--- config.mk ---
export PLATFORM = sky130hd
export DESIGN_NAME = msrv32_pc_unit
export DESIGN_NICKNAME = d
export VERILOG_FILES = /design/src/rtl/msrv32_pc_unit_pkg.sv /design/src/rtl/msrv32_pc_mux.sv /design/src/rtl/msrv32_pc_unit.sv
export SDC_FILE = /design/constraint.sdc
export NUM_CORES = 1
export LEC_CHECK = 0
export ABC_AREA = 1
export BUFFER_PORTS_ARGS = -buffer_cell sky130_fd_sc_hd__buf_2
export CAP_MARGIN = 25
export CORE_MARGIN = 4
export CORE_UTILIZATION = 50
export DETAILED_ROUTE_END_ITERATION = 7
export HOLD_SLACK_MARGIN = 0.12
export PLACE_DENSITY_LB_ADDON = 0.12
export SLEW_MARGIN = 0
export SYNTH_ARGS = -nofsm -noshare
export SYNTH_HDL_FRONTEND = slang
export SYNTH_SLANG_ARGS = --single-unit
--- constraint.sdc ---
create_clock -name ms_riscv32_mp_clk_in -period 2.3 [get_ports ms_riscv32_mp_clk_in]
set_input_delay 0.575 -clock ms_riscv32_mp_clk_in [delete_from_list [all_inputs] [get_ports ms_riscv32_mp_clk_in]]
set_output_delay 0.575 -clock ms_riscv32_mp_clk_in [all_outputs]
set_load 0.05 [all_outputs]
--- src/rtl/msrv32_pc_unit_pkg.sv ---
// -----------------------------------------------------------------------------
// msrv32_pc_unit_pkg
// Shared definitions for the program-counter unit:
//   pc_src_e   - PC source select encodings driven by the decode/trap logic
//   pc_state_e - fetch FSM state encoding (BOOT, RUN, STALL)
// -----------------------------------------------------------------------------
package msrv32_pc_unit_pkg;

  localparam int XLEN = 32;

  typedef enum logic [1:0] {
    PC_BOOT = 2'b00,
    PC_EPC  = 2'b01,
    PC_TRAP = 2'b10,
    PC_NEXT = 2'b11
  } pc_src_e;

  typedef enum logic [1:0] {
    ST_BOOT  = 2'b00,
    ST_RUN   = 2'b01,
    ST_STALL = 2'b10
  } pc_state_e;

endpackage

--- src/rtl/msrv32_pc_mux.sv ---
// -----------------------------------------------------------------------------
// msrv32_pc_mux
// Combinational next-PC source multiplexer.
//   pc_src_i       - source select (boot / epc / trap / next)
//   epc_i          - mret return address
//   trap_address_i - trap vector target
//   branch_taken_i - taken branch or jump this cycle
//   iadder_i       - branch/jump target from the immediate adder
//   pc_plus_4_i    - current PC + 4
//   next_pc_o      - selected next PC
// Optional feature: MSRV32_PC_MISALIGN_TRAP_EN keeps bit 1 of the branch
// target (so a misaligned target can be flagged and trapped); otherwise the
// target is forced to a 4-byte boundary.
// -----------------------------------------------------------------------------
module msrv32_pc_mux
  import msrv32_pc_unit_pkg::*;
#(
  parameter logic [31:0] BOOT_ADDRESS = 32'h0000_0000
) (
  input  logic [1:0]  pc_src_i,
  input  logic [31:0] epc_i,
  input  logic [31:0] trap_address_i,
  input  logic        branch_taken_i,
  input  logic [31:0] iadder_i,
  input  logic [31:0] pc_plus_4_i,
  output logic [31:0] next_pc_o
);

  pc_src_e     src;
  logic [31:0] branch_target;
  logic [31:0] seq_target;

  assign src = pc_src_e'(pc_src_i);

`ifdef MSRV32_PC_MISALIGN_TRAP_EN
  assign branch_target = {iadder_i[31:1], 1'b0};
  logic unused_iadder;
  assign unused_iadder = iadder_i[0];
`else
  assign branch_target = {iadder_i[31:2], 2'b00};
  logic unused_iadder;
  assign unused_iadder = ^iadder_i[1:0];
`endif

  assign seq_target = branch_taken_i ? branch_target : pc_plus_4_i;

  always_comb begin
    next_pc_o = seq_target;
    case (src)
      PC_BOOT: next_pc_o = BOOT_ADDRESS;
      PC_EPC:  next_pc_o = epc_i;
      PC_TRAP: next_pc_o = trap_address_i;
      default: next_pc_o = seq_target;
    endcase
  end

endmodule

--- src/rtl/msrv32_pc_unit.sv ---
// -----------------------------------------------------------------------------
// msrv32_pc_unit
// Program counter, fetch FSM and stall-time redirect capture.
//   ms_riscv32_mp_clk_in  - clock, rising edge
//   ms_riscv32_mp_rst_in  - synchronous active-high reset
//   pc_src_in             - PC source select (00 boot, 01 epc, 10 trap, 11 next)
//   epc_in                - mret return address
//   trap_address_in       - trap vector target
//   branch_taken_in       - taken branch/jump this cycle
//   iadder_in             - branch/jump target
//   ahb_ready_in          - instruction bus ready, low stalls fetch
//   pc_out                - registered PC of the current instruction
//   pc_plus_4_out         - pc_out + 4 (link value)
//   i_addr_out            - next fetch address (combinational)
//   fetch_valid_out       - i_addr_out is a valid request
//   misaligned_instr_out  - taken target not 4-byte aligned (registered)
//   dbg_state_o           - current FSM state, for observation
// Optional feature: MSRV32_PC_MISALIGN_TRAP_EN enables misaligned_instr_out;
// when undefined the flag is tied low and branch targets are word aligned.
//
// Handshake: a fetch is issued on every cycle where fetch_valid_out is high;
// the bus accepts it in that cycle (ahb_ready_in high) and the PC advances on
// that edge. While ahb_ready_in is low nothing advances and any redirect seen
// is remembered so it is not lost when the bus resumes.
// -----------------------------------------------------------------------------
module msrv32_pc_unit
  import msrv32_pc_unit_pkg::*;
#(
  parameter logic [31:0] BOOT_ADDRESS = 32'h0000_0000
) (
  input  logic        ms_riscv32_mp_clk_in,
  input  logic        ms_riscv32_mp_rst_in,
  input  logic [1:0]  pc_src_in,
  input  logic [31:0] epc_in,
  input  logic [31:0] trap_address_in,
  input  logic        branch_taken_in,
  input  logic [31:0] iadder_in,
  input  logic        ahb_ready_in,
  output logic [31:0] pc_out,
  output logic [31:0] pc_plus_4_out,
  output logic [31:0] i_addr_out,
  output logic        fetch_valid_out,
  output logic        misaligned_instr_out,
  output pc_state_e   dbg_state_o
);

  pc_state_e   state_q, state_d;
  logic [31:0] pc_q, pc_d;
  logic        pend_v_q, pend_v_d;
  logic [31:0] pend_addr_q, pend_addr_d;
  // Set when the captured redirect may still be replaced by a later trap.
  logic        pend_ovr_q, pend_ovr_d;

  logic [31:0] mux_pc;
  logic [31:0] next_pc;
  logic        live_redirect;
  logic        active;
  logic        load;

  assign pc_plus_4_out = pc_q + 32'd4;
  assign pc_out        = pc_q;
  assign dbg_state_o   = state_q;

  msrv32_pc_mux #(
    .BOOT_ADDRESS (BOOT_ADDRESS)
  ) u_mux (
    .pc_src_i       (pc_src_in),
    .epc_i          (epc_in),
    .trap_address_i (trap_address_in),
    .branch_taken_i (branch_taken_in),
    .iadder_i       (iadder_in),
    .pc_plus_4_i    (pc_plus_4_out),
    .next_pc_o      (mux_pc)
  );

  assign live_redirect = (pc_src_in != PC_NEXT) || branch_taken_in;
  assign active        = (state_q != ST_BOOT);
  assign load          = active && ahb_ready_in;

  // Next-state logic
  always_comb begin
    state_d = state_q;
    case (state_q)
      ST_BOOT:  state_d = ST_RUN;
      ST_RUN:   if (!ahb_ready_in) state_d = ST_STALL;
      ST_STALL: if (ahb_ready_in)  state_d = ST_RUN;
      default:  state_d = ST_BOOT;
    endcase
  end

  // Fetch address and valid. A remembered redirect replaces the sequential
  // target, but a redirect presented live in the same cycle takes precedence.
  always_comb begin
    next_pc         = mux_pc;
    fetch_valid_out = ahb_ready_in;
    if (!active) begin
      next_pc         = BOOT_ADDRESS;
      fetch_valid_out = 1'b0;
    end else if (pend_v_q && !live_redirect) begin
      next_pc = pend_addr_q;
    end
  end

  assign i_addr_out = next_pc;
  assign pc_d       = load ? next_pc : pc_q;

  // Pending redirect: any cycle where the bus holds us off (including the
  // RUN cycle in which ready first drops) records the first redirect; only a
  // trap may replace an earlier epc or branch capture.
  always_comb begin
    pend_v_d    = pend_v_q;
    pend_addr_d = pend_addr_q;
    pend_ovr_d  = pend_ovr_q;
    if (load) begin
      pend_v_d = 1'b0;
    end else if (active && live_redirect) begin
      if (!pend_v_q || (pend_ovr_q && (pc_src_in == PC_TRAP))) begin
        pend_v_d    = 1'b1;
        pend_addr_d = mux_pc;
        pend_ovr_d  = (pc_src_in == PC_EPC) || (pc_src_in == PC_NEXT);
      end
    end
  end

  always_ff @(posedge ms_riscv32_mp_clk_in) begin
    if (ms_riscv32_mp_rst_in) begin
      state_q     <= ST_BOOT;
      pc_q        <= BOOT_ADDRESS;
      pend_v_q    <= 1'b0;
      pend_addr_q <= 32'h0;
      pend_ovr_q  <= 1'b0;
    end else begin
      state_q     <= state_d;
      pc_q        <= pc_d;
      pend_v_q    <= pend_v_d;
      pend_addr_q <= pend_addr_d;
      pend_ovr_q  <= pend_ovr_d;
    end
  end

`ifdef MSRV32_PC_MISALIGN_TRAP_EN
  logic mis_q, mis_d;

  // Raised alongside the misaligned PC; the trap unit redirects next cycle.
  assign mis_d = load && branch_taken_in && (pc_src_in == PC_NEXT) && iadder_in[1];

  always_ff @(posedge ms_riscv32_mp_clk_in) begin
    if (ms_riscv32_mp_rst_in) mis_q <= 1'b0;
    else                      mis_q <= mis_d;
  end

  assign misaligned_instr_out = mis_q;
`else
  assign misaligned_instr_out = 1'b0;
`endif

endmodule

[Word level (Yosys, flattened, before mapping)]
Index checks and enable logic that the tools add are counted.
Widths: inputs -> output; s select.
Word-level totals
  output and inout bits: 100
  input port bits: 102
  logic and storage cells: 39
  bits in registers: 68
Cells by class
  muxes and demuxes: 8
  bitwise gates (word level): 1
  equal/unequal tests: 8
  add/subtract/negate cells: 1
  reduce and logical (&&, ||, !) cells: 16
Operators with widths (count)
  $mux 32: 3
  $pmux 32 s3: 1
  $add 32x3->32 const B: 1
  $eq 2x2->1 const B: 3
  $ne 2x2->1 const B: 3
  $pmux 2 s3: 1
  $eq 2x1->1 const B: 2
  $logic_and 1x1->1: 4
  $logic_not 2->1: 2
  $mux 2: 2
  $reduce_and 2->1: 2
  $logic_or 1x1->1: 3
  $reduce_and 3->1: 1
  $logic_not 1->1: 2
  $reduce_bool 2->1: 1
  $reduce_or 2->1: 1
  $mux 1: 1
  $not 1->1: 1

[Logic depth before layout (Yosys ltp)]
Gate-level depths: netlist of the first run.
  word-level depth: 6
  mapped depth: 12
  gate-level depth less buffers: 12

[By module]
A second synthesis of the first run with hierarchy kept.
Second synthesis, totals
  cell total of the unflattened synthesis: 1049
  area, all modules: 5629.1 µm²
By module, submodules not included
  msrv32_pc_unit: seq. area each 1361.3 µm², cells each 711, area an instance 4166.5 µm², times used 1
  msrv32_pc_mux: seq. area each 0.0 µm², cells each 338, area an instance 1462.7 µm², times used 1

[Worst setup path before layout of the first run]
Ideal clock, no wire load.
  kind: register -> output
  start: register pc_q[2] (netlist: pc_out[2])
  end: output i_addr_out[9]
  setup slack: -1.218 ns
  data arrival time: 2.943 ns
  cell stages (with the launch flop): 9
  data required time: 1.725 ns
  path through: dfxtp_1 > inv_1 > nor2_4 > nand2_4 > xnor2_1 > o21ai_1 > nand3_1 > nand2_1 > inv_1
Between the ends
  word-level cells in the longest chain between the ends: 5
Ends and longest elaborated chain
  from (decl): RTL line msrv32_pc_unit.sv:48  | logic [31:0] pc_q, pc_d;
  from (signal assigned): RTL line msrv32_pc_unit.sv:134  | pc_q <= pc_d;
  $add 32x3->32: RTL line msrv32_pc_unit.sv:60  | assign pc_plus_4_out = pc_q + 32'd4;
  named net pc_plus_4_out[9]: RTL line msrv32_pc_unit.sv:40  | output logic [31:0] pc_plus_4_out,
  $mux 32: RTL line msrv32_pc_mux.sv:45  | assign seq_target = branch_taken_i ? branch_target : pc_plus_4_i;
  $pmux 32 s3: RTL line msrv32_pc_mux.sv:49  | case (src)
  $mux 32: RTL line msrv32_pc_unit.sv:99  | end else if (pend_v_q && !live_redirect) begin
  $mux 32: RTL line msrv32_pc_unit.sv:96  | if (!active) begin
  to (decl): RTL line msrv32_pc_unit.sv:41  | output logic [31:0] i_addr_out,
The timed path passes the listed nets, and every way through them passes these cells.

[Final worst setup path of the first run]
  start: register pc_q[12] (netlist: pc_out[12])
  end: output i_addr_out[31]
Between the ends
  word-level cells in the longest chain between the ends: 5
Ends and longest elaborated chain (RTL line)
  $add 32x3->32: msrv32_pc_unit.sv:60
  $mux 32: msrv32_pc_mux.sv:45
  $pmux 32 s3: msrv32_pc_mux.sv:49
  $mux 32: msrv32_pc_unit.sv:99
  $mux 32: msrv32_pc_unit.sv:96
No other way between the ends.

==> impl_results.md, run 1 <==
- Most frequent cells after synthesis: nand2_1 (257), inv_1 (137), nand3_1 (116)
- Crit Path Category: flop to output pin
- Setup TNS: -14,270 ps
- Fmax: between 0.3 and 0.4 GHz
- Total CTS buffers: 9
- TritonCTS clock tree: yes
- Hold crit path type: primary input to flop
- Dpl cell area: 7430 um^2
- Tot Pwr: 3.85 mW
- Final ANT Viol Nets: 0
- Pleak: 4.78 nW
- Worst-Skew Late Latency: 350 ps
- Critical Path End Type: output pin
- Synth top area share: 0.260
- Post-synth top area cell: dfxtp_1
- PwrDens: 426 nW/um^2
- DP HPWL: 14.5 mm
- Die Area: 12,200 um^2
- Via count: 7,640
- Cell count after synthesis: 905
- Hold_buf cts: 0
- Final setup viols: 55
- IO Port Bufs: approximately 200
- Sequential cell area: between 1000 and 1500 um^2
- Finished Cell Area: 9040 um^2
- DR DRC count: 0
- Synth Warn #: 0
- Num rows: 37
- Syn nets: ~1,000
- Clock Tree Buf Depth: 2
- Multi-input logic area: 3710 um^2
- Avg Cell Area, Syn: 5.79 um^2
- Startpoint types: flop
- Die Span X: 110 um
- Pin count of the biggest net entering global routing: 44
- Gr usage total: 0.325
- Unique masters post-synth: 35
- DR iter-0 viols: 755
- Worst-path clk slew: 80 ps
- First-pass GRT wire length: 30.8 mm
- Initial antenna violation count: 0
- Slew Limit Fails: 0
- WL final: 24.0 mm
- Worst Path Arrival: 2260 ps
- FF+latch count, synth: 68
- Status: finished with violations
- Total of max-cap violations: 0
- Area contributors post-synth: dfxtp_1 (26%), nand2_1 (18%), nand3_1 (11%), inv_1 (9.8%), nor2_1 (7.6%)
- # clock sinks: 68
- R2R Setup Slk: 210 ps
- Clk root buf: clkbuf_8
- # IOs: 202
- Number of synthesized flops with an enable pin: 0
- # fillers: 536
- Final hold violations: 0
- Drt wl/cell: 17.4 um
- Worst Slack Setup Final: -533 ps
- Routability cong.: 0.892
- Failing checks: negative setup slack
- Area growth from synthesis to layout: 72.5%
- ANT cells: 0
- Crit path max fanout: 4
- Unrepaired setup endpoints after global routing: true
- Die Height: 110 um
- Register area share after synthesis: 0.260
- Ratio of cells with drive above 1 in the final layout: 0.488
- Worst EP required: about 1700 ps
- Most common cell in the synthesized netlist: nand2_1
- Final worst path period share: 1.23
- Top_reg_cell synth: dfxtp_1
- Synthesized area: roughly 5200 um^2
- Peak supply drop: roughly 310 uV
- GR Overflow Total: 0
- Core Region: 10,300 um^2
- DR vias/cell: 5.54
- H-Tree Depth: 3
- Starting density of the core: 0.510
- Asr flop ratio synth: 0
- Pre-antenna DRT Iters: 8
- Final-stage net count: 1,341
- Period minus WS final: 2830 ps
- Clock Skews: between 9 and 10 ps
- Vias in the first global route: roughly 6,500
==> kinds of logic after synthesis <==
family,share of synthesized area
AND/OR/NAND/NOR,0.460
AO/OA/AOI/OAI,0.118
flip-flops,0.260
XOR/XNOR,0.0146
buffers and inverters,0.144
adder cells (fa/ha/maj),0.00239
other,0.000716
==> sequential cells by signal (all words and copies together) (netlist names) <==
register     cells
pc_out          32
pend_addr_q     32
dbg_state_o      2
pend_ovr_q       1
pend_v_q         1
==> final cells by class <==
class | instances | area share
Timing Repair Buffer | 366 | 0.328
Inverter | 144 | 0.0663
Clock inverter | 6 | 0.00720
Multi-Input combinational cell | 649 | 0.411
Tap cell | 136 | 0.0188
Sequential cell | 68 | 0.155
Clock buffer | 10 | 0.0141
==> cell usage in the layout, fill, tap and decap left out, types with 25 or more instances in the layout <==
cell and count:
buf_6 51, buf_4 137, inv_1 117, dfxtp_1 46
nand3_2 32, nand2_1 182, buf_2 139, nand3_1 93
nand2_2 74, a21oi_1 42, buf_8 25, nor2_1 101
==> critical path, cell delays in order, from the launching register on <==
cell and delay (ps):
dfxtp_4 380, nand2_1 90, nor2_2 170, nand2_1 150, nor2_4 230, nand3_1 220, nand3_1 180, nand2_2 100
nand3_2 90, nand2_2 70, clkinvlp_4 70, buf_6 150
==> path summary, 6_finish.rpt <==
check,from,cells after the start,endpoint
worst min register to register,pend_addr_q[3],2,pend_addr_q[3]
worst max-delay path,pc_out[12],11,i_addr_out[31]
worst max register to register,pc_out[2],14,pc_out[9]
worst min-delay path,ahb_ready_in,2,dbg_state_o[1]
==> through the flow <==
step                      hold WS (ps)  setup WS [ps]  instances   util
final                              420           -533       1379  0.879
after global routing               422           -596       1379  0.879
after CTS                          412           -428       1352  0.809
after detailed placement           447           -185       1318  0.723
after global placement             439           -177       1318  0.723
after floorplan                    430           -281        905      -
==> timing repair <==
action,in CTS,in global routing
cloned,0,2
hold endpoints to repair,0,0
buffers inserted,18,30
pin swaps,25,58
gates resized for setup,176,137
endpoints found under the setup margin,57,57
==> power breakdown <==
part | leakage [nW] | total (mW) | switching [mW] | internal (mW)
Sequential | 0.566 | 1.29 | 0.0455 | 1.25
Combinational | 4.12 | 1.56 | 0.948 | 0.610
Clock | 0.0962 | 1.00 | 0.501 | 0.501
Total | 4.78 | 3.85 | 1.49 | 2.36
==> per-layer routing <==
| metal | wire, um | vias up | track usage |
|---|---|---|---|
| li1 | - | 3485 | - |
| met1 | 8720 | 3473 | 0.409 |
| met2 | 11500 | 559 | 0.553 |
| met3 | 2560 | 123 | 0.0594 |
| met4 | 1170 | 0 | 0.121 |
| met5 | 0 | - | 0 |
(Power assumes the default switching activity.)
==> run 2, diff against run 1 <==
--- a/config.mk
+++ b/config.mk
@@ -5,14 +5,13 @@
 export SDC_FILE = /design/constraint.sdc
 export NUM_CORES = 1
 export LEC_CHECK = 0
-export ABC_AREA = 1
 export BUFFER_PORTS_ARGS = -buffer_cell sky130_fd_sc_hd__buf_2
 export CAP_MARGIN = 25
 export CORE_MARGIN = 4
-export CORE_UTILIZATION = 50
+export CORE_UTILIZATION = 48
 export DETAILED_ROUTE_END_ITERATION = 7
 export HOLD_SLACK_MARGIN = 0.12
-export PLACE_DENSITY_LB_ADDON = 0.12
+export PLACE_DENSITY = 0.86
 export SLEW_MARGIN = 0
 export SYNTH_ARGS = -nofsm -noshare
 export SYNTH_HDL_FRONTEND = slang
==> run 2 against run 1 <==
The run now fails in clock tree synthesis. Synthesized area shrank 12%. Synthesized cell count shrank 28%.
==> impl_results.md, run 2 <==
- Post-synthesis compound-gate area fraction: 0.305 (+0.186)
- H-Tree Depth: 3 (unchanged)
- Synthesized area: 4610 um^2 (-12%)
- Failed at: clock tree synthesis
- IO Port Bufs: 198 (unchanged)
- Top_reg_cell synth: dfxtp_1
- Routability cong.: 0.898 (+0.73%)
- Status: stopped before the end
- Post-synth top area cell: dfxtp_1
- Num rows: 35 (-5.4%)
- # IOs: 202 (unchanged)
- Clock Tree Buf Depth: 2 (unchanged)
- Error: [ERROR DPL-0038] Utilization greater than 100%, impossible to legalize
- Cell count after synthesis: 648 (-28%)
- # clock sinks: 68 (unchanged)
- Post-CTS Resized: 242 (+38%)
- Number of synthesized flops with an enable pin: 0 (unchanged)
- DP HPWL: 18.2 mm (+26%)
- Hold_buf cts: 0 (unchanged)
- Most frequent cells after synthesis: nor2_1 (86), dfxtp_1 (68), nand2_1 (56)
- Avg Cell Area, Syn: 7.12 um^2 (+23%)
- Total CTS buffers: 9 (unchanged)
- Xor/xnor share of the synthesized area: 0.0532 (+0.0386)
- Unique masters post-synth: 63 (+80%)
- Die Span X: 106 um (-3.9%)
- Die Height: 106 um (-3.9%)
- FF+latch count, synth: 68 (unchanged)
- Syn nets: 751 (-25%)
- Area share of fa/ha/maj cells after synthesis: 0.00488 (+0.00250)
- Post-CTS Setup Inserts: 51 (+33)
- Asr flop ratio synth: 0 (unchanged)
- Starting density of the core: 0.497 (-0.0131)
- Largest family of logic cells by synthesized area: compound AO/OA/AOI/OAI gates
- Most common cell in the synthesized netlist: nor2_1
- Synth Warn #: 0 (unchanged)
- Area contributors post-synth: dfxtp_1 (30%), nor2_1 (7.0%), a21oi_1 (5.4%), a211oi_1 (5.0%), nand2_1 (4.6%)
- Register area share after synthesis: 0.295 (+0.0354)
- Clk root buf: clkbuf_8
- Post-Synth Simple-Gate Area: 0.254 (-0.205)
- Synth top area share: 0.295 (+0.0354)
- Mux share of post-synthesis cell area: 0.0133 (+0.0133)
==> run 2: cells by family after synthesis <==
logic type,Yosys count
flip-flops,68
adder cells (fa/ha/maj),2
AO/OA/AOI/OAI,210
multiplexers,6
AND/OR/NAND/NOR,249
buffers and inverters,84
other,1
XOR/XNOR,28
==> run 2: metrics by stage <==
stage | instance area [um^2] | instances | hold slack, ps | worst slack [ps]
3_5_place_dp | 8030 | 1112 | 469 | -511
3_3_place_gp | 8030 | 1112 | 444 | -407
2_1_floorplan | 5690 | 648 | 436 | -735
==> run 3, diff against run 2 <==
--- a/config.mk
+++ b/config.mk
@@ -8,10 +8,9 @@
 export BUFFER_PORTS_ARGS = -buffer_cell sky130_fd_sc_hd__buf_2
 export CAP_MARGIN = 25
 export CORE_MARGIN = 4
-export CORE_UTILIZATION = 48
+export CORE_UTILIZATION = 35
 export DETAILED_ROUTE_END_ITERATION = 7
-export HOLD_SLACK_MARGIN = 0.12
-export PLACE_DENSITY = 0.86
+export PLACE_DENSITY_LB_ADDON = 0.15
 export SLEW_MARGIN = 0
 export SYNTH_ARGS = -nofsm -noshare
 export SYNTH_HDL_FRONTEND = slang
==> run 3 against run 2 <==
The flow now finishes, with violations (negative setup slack). Synthesized cell count unchanged. Synthesized area unchanged.
==> impl_results.md, run 3 <==
- Worst EP required: 1730 ps
- Pleak: 4.51 nW
- Setup TNS: -20,780 ps
- PwrDens: 482 nW/um^2
- Vias in the first global route: 7,032
- Register area share after synthesis: 0.295 (unchanged)
- Avg Cell Area, Syn: 7.12 um^2 (unchanged)
- Post-synth top area cell: dfxtp_1
- Period minus WS final: 2960 ps
- WL final: 24.0 mm
- Routability cong.: 0.954 (+6.2%)
- IO Port Bufs: 198 (unchanged)
- Critical-path top delay cell: or4_4
- DR DRC count: 0
- Commonest non-fill, non-tap cell in the layout: buf_4
- Most common cell in the synthesized netlist: nor2_1
- Area share of fa/ha/maj cells after synthesis: 0.00488 (unchanged)
- Worst slew margin: 0.586
- Pin count of the biggest net entering global routing: 49
- Xor/xnor share of the synthesized area: 0.0532 (unchanged)
- Worst Slack Setup Final: -660 ps
- Number of synthesized flops with an enable pin: 0 (unchanged)
- Net Switching: between 1.5 and 2 mW
- FF+latch count, synth: 68 (unchanged)
- Worst-path clk slew: 50 ps
- Core Region: 12,800 um^2
- Unrepaired setup endpoints after global routing: true
- Setup WS pre-CTS: -514 ps (-2.98 ps)
- Dpl cells: 1,159 (+4.2%)
- Final ANT Viol Nets: 0
- Gr usage total: 0.317
- Final-stage net count: 1,140
- Most frequent cells after synthesis: nor2_1 (86), dfxtp_1 (68), nand2_1 (56)
- Most frequent cells in the layout: buf_4 (195), buf_2 (137), nor2_1 (71), buf_6 (59), nand2_1 (50)
- DP HPWL: 16.4 mm (-10%)
- Post-synthesis compound-gate area fraction: 0.305 (unchanged)
- Area growth from synthesis to layout: 113%
- Startpoint types: flop
- Num rows: 41 (+17%)
- Ratio of cells with drive above 1 in the final layout: 0.595
- TritonCTS clock tree: yes
- Power Internal: 2.96 mW
- Hold_buf cts: 0 (unchanged)
- Gate power share: 0.431
- Post-Synth Simple-Gate Area: 0.254 (unchanged)
- Die Height: 123 um (+16%)
- Unique masters post-synth: 63 (unchanged)
- Failing checks: negative setup slack
- Worst-Skew Late Latency: roughly 340 ps
- Mux share of post-synthesis cell area: 0.0133 (unchanged)
- # IOs: 202 (unchanged)
- Total of max-cap violations: 0
- GR Overflow Total: 0
- Die Span X: 123 um (+16%)
- ANT cells: 0
- Via count: 6,892
- DR vias/cell: 5.68
- Fmax: between 0.3 and 0.4 GHz
- Pre-antenna DRT Iters: 5
- Worst Path Arrival: 2380 ps
- DR iter-0 viols: 440
- Cell count after synthesis: 648 (unchanged)
- H-Tree Depth: 3 (unchanged)
- Total CTS buffers: 9 (unchanged)
- Syn nets: 751 (unchanged)
- Initial antenna violation count: 0
- Critical Path End Type: output pin
- Synth Warn #: 0 (unchanged)
- Final Non-Filler Cells: 1,214
- Slew Limit Fails: 0
- Top_reg_cell synth: dfxtp_1
- Die Area: 15,100 um^2
- Drt wl/cell: 19.8 um
- Final hold violations: 0
- Area contributors post-synth: dfxtp_1 (30%), nor2_1 (7.0%), a21oi_1 (5.4%), a211oi_1 (5.0%), nand2_1 (4.6%)
- First-pass GRT wire length: 37.0 mm
- Hold crit path type: flop to flop
- Sw Share: 0.376
- Largest family of logic cells by synthesized area: compound AO/OA/AOI/OAI gates
- Status: finished with violations
- Synth top area share: 0.295 (unchanged)
- Asr flop ratio synth: 0 (unchanged)
- Sequential Power Share: 0.279
- # clock sinks: 68 (unchanged)
- Clk root buf: clkbuf_16
- Crit path max fanout: 4
- Final setup viols: 53
- Crit Path Category: flop to output pin
- Clock power frac: 0.290
- Worst-Margin Slew: 621 ps
- Synthesized area: 4610 um^2 (unchanged)
- Worst path max stage delay: 590 ps
- CP cell instances: nand4_4 -> or3_4 -> or4_4 -> xor2_2 -> a211oi_4 -> buf_6
- Peak supply drop: 308 uV
- Clock Skews: 7.51 ps
- Starting density of the core: 0.361 (-0.136)
- Final worst path period share: 1.29
- Clock Tree Buf Depth: 2 (unchanged)
## run 3: cell counts after synthesis
No cell type changed its count.
## run 3: logic make-up after synthesis
| group | Yosys count |
|---|---|
| and+or+nand+nor | 249 |
| AOI/OAI and AO/OA | 210 |
| buffers and inverters | 84 |
| DFF | 68 |
| xor gates and xnor gates | 28 |
| muxes | 6 |
| adders and majority gates | 2 |
| other | 1 |
## run 3: per-stage QoR
step	area, um^2	util	power, mW	hold slack [ps]
2_1_floorplan	5690	-	2.43	436
3_3_place_gp	8120	0.636	3.03	445
3_5_place_dp	8120	0.636	3.07	453
4_1_cts	9560	0.748	4.66	457
5_1_grt	9830	0.770	4.92	483
6_report	9830	0.770	4.74	459
## run 3: timing repair
item,in CTS,in global routing
setup buffers,34,17
gates resized for setup,216,47
cloned,5,0
pin swaps,39,47
setup endpoints to repair,56,60
## run 3: critical path, delay by kind of cell (launching register included)
family,cells,cell delay (ps)
buffers and inverters,1,190
and+or+nand+nor,3,1080
AOI/OAI and AO/OA,1,220
DFF,1,370
xor gates and xnor gates,1,190
## run 3: final timing paths
kind                        from              to  slack (ps)  cells after the start
hold reg to reg   pend_addr_q[6]  pend_addr_q[6]         460                      2
setup reg to reg       pc_out[3]      pc_out[20]          60                     10
hold / removal    pend_addr_q[6]  pend_addr_q[6]         460                      2
setup / recovery       pc_out[4]  i_addr_out[31]        -660                      6
## run 3: cell type report
cell class | instances | area, um^2
timing repair buffer | 434 | 3570
tap | 172 | 215
clock inverter | 1 | 5.00
multi-input combinational | 496 | 4190
clock buffer | 15 | 289
inverter | 27 | 115
sequential | 68 | 1440
fill | 849 | 2940
timing repair inverter | 1 | 5.00
## run 3: power by group through the flow
stage               clock [mW]  sequential (mW)  combinational [mW]
global route              1.44             1.33                2.15
global placement             0             1.33                1.70
detailed placement           0             1.34                1.73
floorplan                    0             1.48               0.944
CTS                       1.38             1.32                1.96
finish                    1.37             1.32                2.04
## run 3: routing by layer
metal,vias up,global-route usage,part of all wire
met4,0,0.105,0.027
met3,69,0.0641,0.086
met1,3313,0.382,0.37
li1,3117,-,-
met5,-,0,0
met2,393,0.561,0.51
==> run 4, diff against run 3 <==
--- a/config.mk
+++ b/config.mk
@@ -11,7 +11,7 @@
 export CORE_UTILIZATION = 35
 export DETAILED_ROUTE_END_ITERATION = 7
 export PLACE_DENSITY_LB_ADDON = 0.15
-export SLEW_MARGIN = 0
+export REMOVE_ABC_BUFFERS = 1
 export SYNTH_ARGS = -nofsm -noshare
 export SYNTH_HDL_FRONTEND = slang
 export SYNTH_SLANG_ARGS = --single-unit
==> run 4 against run 3 <==
The run still ends with negative setup slack left. Utilization down 3.1 points. Highest routed layer unchanged. Combinational power is 4% lower. Via count shrank 0.42%. Critical path type unchanged. Global-route usage down 1.2 points. Critical endpoint is now i_addr_out[24]. Final cell count grew 1.7%.
==> impl_results.md, run 4 (synthesis results as in run 3) <==
- Dpl cells: 1,144 (-1.3%)
- Core Region: 12,800 um^2 (unchanged)
- Worst Slack Setup Final: -676 ps (-16.3 ps)
- Net Switching: 1.71 mW (-3.8%)
- Met1 usage: 0.369 (-0.0128)
- DP HPWL: 15.5 mm (-5.2%)
- Die Span X: 123 um (unchanged)
- Total CTS buffers: 9 (unchanged)
- Sequential Power Share: 0.291 (+0.012)
- Hold WS: 458 ps (-0.924 ps)
- Final-stage net count: 1,161 (+1.8%)
- Clock power frac: 0.281 (-0.009)
- Die Area: 15,100 um^2 (unchanged)
- Failing checks: negative setup slack
- Worst-Skew Late Latency: 330 ps (about the same)
- IO Port Bufs: 198 (unchanged)
- Gate power share: 0.429 (-0.002)
- Clock Tree Buf Depth: 2 (unchanged)
- PwrDens: 484 nW/um^2 (+0.38%)
- Worst-Margin Slew: 615 ps (-5.60 ps)
- Final Non-Filler Cells: 1,235 (+1.7%)
- # clock sinks: 68 (unchanged)
- Drt wl/cell: 19.4 um (-2.1%)
- Startpoint types: flop
- GR Overflow Total: 0 (unchanged)
- Ratio of cells with drive above 1 in the final layout: 0.585 (-0.00987)
- Power Internal: 2.85 mW (-3.6%)
- Critical-path top delay cell: dfxtp_4
- Vias in the first global route: 6,954 (-1.1%)
- Routability cong.: 0.909 (-4.7%)
- Sw Share: 0.376 (-0.000408)
- Num rows: 41 (unchanged)
- Pin count of the biggest net entering global routing: 49 (unchanged)
- Hold_buf cts: 0 (unchanged)
- Fmax: 0.336 GHz (-0.55%)
- Period minus WS final: 2980 ps (+16.3 ps)
- Worst-path clk slew: 60 ps (about the same)
- Total of max-cap violations: 0 (unchanged)
- Met3 Use GR: 0.0608 (-0.00323)
- DR iter-0 viols: 546 (+24%)
- Unrepaired setup endpoints after global routing: true
- DR DRC count: 0 (unchanged)
- DR vias/cell: 5.56 (-2.1%)
- H-Tree Depth: 3 (unchanged)
- Final ANT Viol Nets: 0 (unchanged)
- Clk root buf: clkbuf_16
- # IOs: 202 (unchanged)
- WL final: 24.0 mm (-0.39%)
- ANT cells: 0 (unchanged)
- Commonest non-fill, non-tap cell in the layout: buf_4
- Critical Path End Type: output pin
- Final setup viols: 58 (+9.4%)
- Crit Path Category: flop to output pin
- Pleak: 4.52 nW (+0.41%)
- Pre-antenna DRT Iters: 5 (unchanged)
- M2 GR Usage: 0.534 (-0.0266)
- Die Height: 123 um (unchanged)
- Starting density of the core: 0.361 (unchanged)
- TritonCTS clock tree: yes
- Worst EP required: 1730 ps (about the same)
- Setup WS pre-CTS: -571 ps (-56.9 ps)
- Peak supply drop: 337 uV (+9.6%)
- Busiest layer in global routing: met2
- Core Util, Final: 0.738 (-0.0311)
- Worst path max stage delay: 370 ps (-220 ps)
- Clock Skews: 5.52 ps (-1.98 ps)
- Most frequent cells in the layout: buf_4 (221), buf_2 (137), nor2_1 (74), buf_6 (64), dfxtp_1 (53)
- Final worst path period share: 1.29 (+0.00707)
- CP cell instances: ha_2 -> nand4_1 -> buf_6 -> or2_4 -> nor3_4 -> xor2_2 -> a21oi_2 -> a211oi_2 -> buf_6
- Initial antenna violation count: 0 (unchanged)
- Cell mode on critical path: buf_6
- Gr usage total: 0.305 (-0.0122)
- Slew Limit Fails: 0 (unchanged)
- Via count: 6,863 (-0.42%)
- First-pass GRT wire length: 36.0 mm (-2.7%)
- Final hold violations: 0 (unchanged)
- Worst Path Arrival: 2400 ps (+20 ps)
- Hold crit path type: flop to flop
- Crit path max fanout: 5 (+1)
- Status: finished with violations
- Worst slew margin: 0.590 (+0.00373)
- Area growth from synthesis to layout: 105%
[run 4: changes by cell type in the layout (fill, tap and decap cells not counted), sizes merged]
cell	before	now
buf	431	454
clkbuf	16	14
clkinv	1	2
clkinvlp	2	0
inv	26	27
[run 4: critical path, delay by kind of cell (launching register included)]
kind | cells | cell delay, ps
xor+xnor | 1 | 190
buf+inv | 2 | 370
compound gates | 2 | 380
fa+ha+maj | 1 | 190
flops | 1 | 370
simple gates | 3 | 560
[run 4: area by class of cell]
cell class | instances | area, um^2
Tap cell | 172 | 215
Clock buffer | 14 | 254
Multi-Input combinational cell | 496 | 3790
Timing Repair Buffer | 456 | 3670
Clock inverter | 2 | 10.0
Sequential cell | 68 | 1390
Inverter | 27 | 101
Fill cell | 923 | 3340
[run 4: metal layers]
layer  up-vias  wire, um  part of all wire
met3        56      2270             0.095
met2       342     12000              0.50
met1      3304      9100              0.38
met4         0       564             0.024
met5         -         0                 0
li1       3161         -                 -
[run 4: worst paths after layout]
kind             startpoint             end  slack (ps)  cells after the start
max reg2reg       pc_out[3]      pc_out[11]          20                     11
min reg2reg  pend_addr_q[6]  pend_addr_q[6]         460                      2
max               pc_out[2]  i_addr_out[24]        -680                      9
min          pend_addr_q[6]  pend_addr_q[6]         460                      2
[run 4: timing repair]
action | 4_1_cts | 5_1_grt
setup buffers | 58 | 31
pin swaps | 76 | 64
endpoints found under the hold margin | 0 | 0
gates cloned | 2 | 0
gates resized for setup | 258 | 105
endpoints found under the setup margin | 58 | 61
[run 4: metrics by stage]
stage          cell area [um^2]  power (mW)  TNS, ps
2_1_floorplan              4370        2.18  -108830
3_3_place_gp               7050        2.85   -16020
3_5_place_dp               7050        2.88   -17440
4_1_cts                    8800        4.43   -20350
5_1_grt                    9430        4.75   -27760
6_report                   9430        4.57   -23800
[run 4: power by group through the flow]
stage          clock network (mW)  registers [mW]  logic (mW)
6_report                     1.28            1.33        1.96
5_1_grt                      1.34            1.34        2.07
3_5_place_dp                    0            1.34        1.55
2_1_floorplan                   0            1.48       0.706
4_1_cts                      1.29            1.32        1.82
3_3_place_gp                    0            1.33        1.52
